<file path="src/rtl/uart_pkg.sv">
// Shared UART definitions for the transmit and receive paths: FSM state
// encoding, data width and the bit-period helper.
// No ports; imported with import uart_pkg::*.
package uart_pkg;

  localparam int UART_DATA_W = 8;

  typedef enum logic [2:0] {
    IDLE,
    START,
    DATA,
    PARITY,
    STOP
  } uart_tx_state_t;

  // Clock cycles per bit, truncated.
  function automatic int bit_period(input int clk_freq, input int baud);
    return clk_freq / baud;
  endfunction

endpackage

</file>
<file path="src/rtl/uart_baud_gen.sv">
// Bit-period counter: counts 0..BIT_PERIOD-1 and pulses bit_done on the last count.
// Ports: clk, rst (sync, active-high), restart (sync clear to 0), bit_done (comb pulse).
// Wraps to 0 after bit_done, so each bit boundary reloads without an explicit restart.
module uart_baud_gen #(
  parameter int BIT_PERIOD = 10
) (
  input  logic clk,
  input  logic rst,
  input  logic restart,
  output logic bit_done
);

  localparam int CNT_W = $clog2(BIT_PERIOD);

  logic [CNT_W-1:0] cnt;

  assign bit_done = (cnt == CNT_W'(BIT_PERIOD - 1));

  always_ff @(posedge clk) begin
    if (rst || restart) begin
      cnt <= '0;
    end else if (bit_done) begin
      cnt <= '0;
    end else begin
      cnt <= cnt + 1'b1;
    end
  end

endmodule

</file>
<file path="src/rtl/uart_tx.sv">
// UART transmitter: 8N1/8N2 frames, LSB first, with optional parity (macro UART_TX_PARITY_EN).
// Ports: clk, rst (sync, active-high), data_in/valid/ready handshake, tx line (idles high), busy = !ready.
// ready also rises in the final stop-bit cycle so a held valid chains frames with no idle gap.
module uart_tx
  import uart_pkg::*;
#(
  parameter int CLK_FREQ   = 100_000_000,
  parameter int BAUD_RATE  = 115200,
  parameter int STOP_BITS  = 1,
  parameter int PARITY_ODD = 0
) (
  input  logic                   clk,
  input  logic                   rst,
  input  logic [UART_DATA_W-1:0] data_in,
  input  logic                   valid,
  output logic                   ready,
  output logic                   tx,
  output logic                   busy
);

  localparam int BIT_PERIOD = bit_period(CLK_FREQ, BAUD_RATE);

  if (BIT_PERIOD < 2) begin : g_bad_bit_period
    $error("uart_tx: CLK_FREQ/BAUD_RATE must be at least 2");
  end
  if (STOP_BITS != 1 && STOP_BITS != 2) begin : g_bad_stop_bits
    $error("uart_tx: STOP_BITS must be 1 or 2");
  end
  if (PARITY_ODD != 0 && PARITY_ODD != 1) begin : g_bad_parity_odd
    $error("uart_tx: PARITY_ODD must be 0 or 1");
  end

  uart_tx_state_t         state_q, state_d;
  logic [UART_DATA_W-1:0] shreg_q, shreg_d;
  logic [2:0]             idx_q, idx_d;
  logic                   stop_q, stop_d;
  logic                   tx_q, tx_d;
  logic                   bit_done;
  logic                   restart;
  logic                   stop_last;
  logic                   ready_c;
  logic                   accept;
`ifdef UART_TX_PARITY_EN
  logic                   par_q, par_d;
`endif

  // Counter is held at 0 while idle; every later transition lands on bit_done,
  // where the counter wraps to 0 by itself.
  assign restart = (state_q == IDLE);

  uart_baud_gen #(
    .BIT_PERIOD(BIT_PERIOD)
  ) u_baud (
    .clk     (clk),
    .rst     (rst),
    .restart (restart),
    .bit_done(bit_done)
  );

  assign stop_last = (state_q == STOP) && bit_done && (stop_q == 1'(STOP_BITS - 1));
  assign ready_c   = (state_q == IDLE) || stop_last;
  assign accept    = valid && ready_c;

  always_comb begin
    state_d = state_q;
    shreg_d = shreg_q;
    idx_d   = idx_q;
    stop_d  = stop_q;
`ifdef UART_TX_PARITY_EN
    par_d   = par_q;
`endif
    case (state_q)
      IDLE: ;
      START: begin
        if (bit_done) begin
          state_d = DATA;
          idx_d   = '0;
        end
      end
      DATA: begin
        if (bit_done) begin
          shreg_d = shreg_q >> 1;
          idx_d   = idx_q + 3'd1;
          if (idx_q == 3'd7) begin
`ifdef UART_TX_PARITY_EN
            state_d = PARITY;
`else
            state_d = STOP;
`endif
            stop_d = 1'b0;
          end
        end
      end
`ifdef UART_TX_PARITY_EN
      PARITY: begin
        if (bit_done) begin
          state_d = STOP;
          stop_d  = 1'b0;
        end
      end
`endif
      STOP: begin
        if (stop_last) begin
          state_d = IDLE;
        end else if (bit_done) begin
          stop_d = 1'b1;
        end
      end
      default: state_d = IDLE;
    endcase

    if (accept) begin
      state_d = START;
      shreg_d = data_in;
`ifdef UART_TX_PARITY_EN
      par_d   = (^data_in) ^ 1'(PARITY_ODD);
`endif
    end

    // Line level for the cycle after this edge, registered so tx has no
    // combinational path from the inputs.
    case (state_d)
      START:   tx_d = 1'b0;
      DATA:    tx_d = shreg_d[0];
`ifdef UART_TX_PARITY_EN
      PARITY:  tx_d = par_q;
`endif
      default: tx_d = 1'b1;
    endcase
  end

  always_ff @(posedge clk) begin
    if (rst) begin
      state_q <= IDLE;
      shreg_q <= '0;
      idx_q   <= '0;
      stop_q  <= 1'b0;
      tx_q    <= 1'b1;
`ifdef UART_TX_PARITY_EN
      par_q   <= 1'b0;
`endif
    end else begin
      state_q <= state_d;
      shreg_q <= shreg_d;
      idx_q   <= idx_d;
      stop_q  <= stop_d;
      tx_q    <= tx_d;
`ifdef UART_TX_PARITY_EN
      par_q   <= par_d;
`endif
    end
  end

  assign tx    = tx_q;
  assign ready = ready_c;
  assign busy  = !ready_c;

endmodule
</file>
<file path="config.mk">
export PLATFORM = sky130hd
export DESIGN_NAME = uart_tx
export DESIGN_NICKNAME = d
export VERILOG_FILES = /design/src/rtl/uart_pkg.sv /design/src/rtl/uart_baud_gen.sv /design/src/rtl/uart_tx.sv
export SDC_FILE = /design/constraint.sdc
export NUM_CORES = 1
export LEC_CHECK = 0
export CAP_MARGIN = 25
export CELL_PAD_IN_SITES_DETAIL_PLACEMENT = 0
export CELL_PAD_IN_SITES_GLOBAL_PLACEMENT = 2
export CORE_MARGIN = 2
export CORE_UTILIZATION = 30
export CTS_CLUSTER_DIAMETER = 50
export DETAILED_ROUTE_END_ITERATION = 10
export PLACE_DENSITY = 0.81
export SYNTH_ARGS = -nofsm -noshare
export SYNTH_HDL_FRONTEND = slang
export SYNTH_HIERARCHICAL = 1
export SYNTH_SLANG_ARGS = --single-unit
</file>
<file path="constraint.sdc">
create_clock -name clk -period 2.5 [get_ports clk]
set_clock_uncertainty 0.2 [all_clocks]
set_input_delay 0.625 -clock clk [delete_from_list [all_inputs] [get_ports clk]]
set_output_delay 0.625 -clock clk [all_outputs]
set_load 0.01 [all_outputs]
</file>
==> results.sh, run 1 <==
export IMPL_status="finished, final reports clean"
export IMPL_row_count=23
export IMPL_hold_path_class="reg2reg"
export IMPL_io_buffers=13
export IMPL_die_width_um=68.6
export IMPL_antenna_left=0
export IMPL_worst_pin_slew_ps=329
export IMPL_cts_root_buf="clkbuf_8"
export IMPL_synth_cells=143
export IMPL_first_iter_violations=54
export IMPL_end_kind="output port"
export IMPL_yosysSeqAreaShare=0.416
export IMPL_route_detailed_drc=0
export IMPL_cap_violations=0
export IMPL_grt_ovfl_total=0
export IMPL_arrival_ps=1570
export IMPL_core_area_um2=4000
export IMPL_finalMaxSlewViolations=0
export IMPL_die_y_um=68.6
export IMPL_r2r_end="shreg_q[0]"
export IMPL_cp_start_kind="flop"
export IMPL_required_ps=1670
export IMPL_clk_path_buf_depth=2
export IMPL_synth_area_um2=1250
export IMPL_cts_tree="built"
export IMPL_synth_seq_cells=26
export IMPL_finalWirelength_um=2740
export IMPL_io_pins=14
export IMPL_power_density_nw_per_um2=442
export IMPL_cts_hold_buf=0
export IMPL_r2r_start="u_baud/cnt[3]"
export IMPL_rrSetupSlack_ps=210
export IMPL_period_minus_slack_ps=2390
export IMPL_worstSetupPathType="reg2out"
export IMPL_viasPerCell=4.80
export IMPL_nets=195
export IMPL_clkSinkCount=26
export IMPL_p_leak_uw=0.000665
export IMPL_area_delta_synth_final_pct=36.8
export IMPL_gp_congestion=0.754
export IMPL_start_util=0.313
export IMPL_wl_per_cell_um=12.0
export IMPL_rsz0062_at_grt="false"
export IMPL_cts_buffers=3
export IMPL_hold_viol_final=0
export IMPL_timing_fmax_ghz=0.418
export IMPL_r2r_cells=9
export IMPL_first_pass_iters=4
export IMPL_layout_drive_gt1_share=0.291
export IMPL_hpwl_um=1930
export IMPL_final_util=0.428
export IMPL_synth_net_count=157
export IMPL_ir_drop_mv=0.170
export IMPL_hold_path_cell_count=2
export IMPL_htreeDepth=1
export IMPL_grt_pass1_vias=1083
export IMPL_clk_insertion_delay_late_ps=260
export IMPL_n_antenna_cell=0
export IMPL_clk_pin_slew_ps=80
export IMPL_hold_start="shreg_q[6]"
export IMPL_grt_max_degree=16
export IMPL_antenna_found_initial=0
export IMPL_grt_first_pass_wirelength_um=4760
export IMPL_holdWs_ps=278
export IMPL_synth_area_per_cell_um2=8.75
export IMPL_vias=1099
export IMPL_yosys_warnings=6
export IMPL_synth_cell_types=39
export IMPL_post_route_period_util=0.957
export IMPL_hold_path_end="shreg_q[5]"
export IMPL_cp_max_fo=2
export IMPL_setup_violations=0
export IMPL_maxSlewHeadroom=0.781
export IMPL_die_area_um2=4700
export IMPL_grt_usage=0.132
==> worst max path at each step <==
| stage | slack [ps] | depth (start not counted) | end | start |
|---|---|---|---|---|
| after floorplan | 40 | 8 | shreg_q[1] | u_baud/cnt[4] |
| after global placement | -110 | 7 | ready | u_baud/cnt[3] |
| after detailed placement | -160 | 7 | ready | u_baud/cnt[3] |
| after CTS | 20 | 7 | ready | u_baud/cnt[2] |
| after global routing | 5 | 8 | busy | u_baud/cnt[3] |
| final | 110 | 8 | busy | u_baud/cnt[3] |
==> cells in the mapped netlist, drive strengths merged <==
cell type / n / share of area
nand2b: 3 / 0.017
nor4b: 1 / 0.0070
nand4: 1 / 0.0050
a31oi: 2 / 0.010
a211oi: 1 / 0.0060
ha: 3 / 0.030
nor3b: 1 / 0.0060
nor3: 5 / 0.020
dfxtp: 26 / 0.42
nand3b: 5 / 0.030
and4: 2 / 0.015
nand3: 7 / 0.028
a22oi: 3 / 0.018
mux2: 1 / 0.0090
and2b: 1 / 0.0060
xor2: 4 / 0.028
or3: 1 / 0.0050
inv: 9 / 0.027
nor2b: 2 / 0.010
and2: 1 / 0.0050
o21bai: 1 / 0.0090
nor2: 17 / 0.051
o22a: 1 / 0.0070
clkbuf: 2 / 0.0060
mux2i: 2 / 0.016
or2: 1 / 0.0050
nand4bb: 1 / 0.0090
nand2: 13 / 0.039
a21oi: 11 / 0.044
o21a: 1 / 0.0060
buf: 4 / 0.021
a2111oi: 1 / 0.022
xnor2: 2 / 0.014
o21ai: 2 / 0.0080
a221oi: 5 / 0.045
==> cells by family (layout without fill, tap and decap cells) <==
kind of cell               after synthesis  after routing  share of synthesized area
adders and majority gates                3              3                     0.0300
muxes                                    3              3                     0.0250
and+or+nand+nor                         62             62                      0.258
DFF                                     26             26                      0.416
xor gates and xnor gates                 6              6                     0.0420
AOI/OAI and AO/OA                       28             28                      0.175
buffers and inverters                   15             51                     0.0540
==> metrics by stage <==
step / setup slack (ps) / TNS (ps) / total power (uW) / cell area [um2] / cells
floorplan: 35.3 / 0 / 497 / 1250 / 143
global placement: -113 / -196 / 538 / 1580 / 220
detailed placement: -164 / -301 / 541 / 1580 / 220
CTS: 15.9 / 0 / 775 / 1710 / 229
global route: 5.44 / 0 / 803 / 1710 / 229
finish: 107 / 0 / 757 / 1710 / 229
==> layout make-up <==
class                      instances  area [um2]
fill                             402        2290
multi-input combinational        102         718
sequential                        26         528
timing repair buffer              39         328
tap                               50        62.6
clock buffer                       3        41.3
inverter                           9        33.8
==> power breakdown <==
group	internal, uW	switching (uW)
combinational	52.6	41.6
sequential	429	7.26
clock	108	119
==> repair_timing <==
item	in CTS	in global routing
endpoints found under the setup margin	2	3
gates resized for setup	20	4
setup buffers	6	0
pin swaps	3	4
==> registers in the layout, summed over array words and instances, names as in the netlist <==
signal,flops
state_q,3
stop_q,1
idx_q,3
shreg_q,8
tx,1
u_baud/cnt,10
==> per-layer routing <==
| metal | vias up | routed length [um] | global-route usage |
|---|---|---|---|
| met3 | 2 | 102 | 0.0211 |
| met1 | 514 | 1240 | 0.157 |
| met4 | 0 | 15 | 0.0450 |
| met2 | 10 | 1380 | 0.239 |
| met5 | - | 0 | 0 |
| li1 | 573 | - | - |
==> cell usage in the layout (no fill, tap or decap), types with 2 or more instances in the layout <==
cell type / instances
a21oi_1: 11
a221oi_1: 3
a221oi_2: 2
a22oi_1: 3
a31oi_1: 2
buf_4: 25
clkbuf_8: 3
clkdlybuf4s50_1: 11
dfxtp_1: 20
dfxtp_2: 6
ha_1: 2
inv_1: 9
mux2i_1: 2
nand2_1: 11
nand2_2: 2
nand2b_1: 2
nand3_1: 7
nand3b_1: 5
nor2_1: 16
nor3_1: 5
o21ai_0: 2
xnor2_1: 2
xor2_1: 4
==> worst max-delay path: stages, from the launching register on <==
cell and delay, ps:
dfxtp_2 340, nor4b_4 310, nand2_2 120, nor2_4 120, nand2b_4 70, nand2_2 60, and2_4 130, inv_1 30
buf_2 120
Power figures use the tool's default switching activity.
==> inputs of run 2 (changes only) <==
--- a/config.mk
+++ b/config.mk
@@ -5,7 +5,7 @@
 export SDC_FILE = /design/constraint.sdc
 export NUM_CORES = 1
 export LEC_CHECK = 0
-export CAP_MARGIN = 25
+export CAP_MARGIN = 20
 export CELL_PAD_IN_SITES_DETAIL_PLACEMENT = 0
 export CELL_PAD_IN_SITES_GLOBAL_PLACEMENT = 2
 export CORE_MARGIN = 2
==> results of run 2 <==
Same layout as run 1: the final DEF is identical, and so are final timing and power.
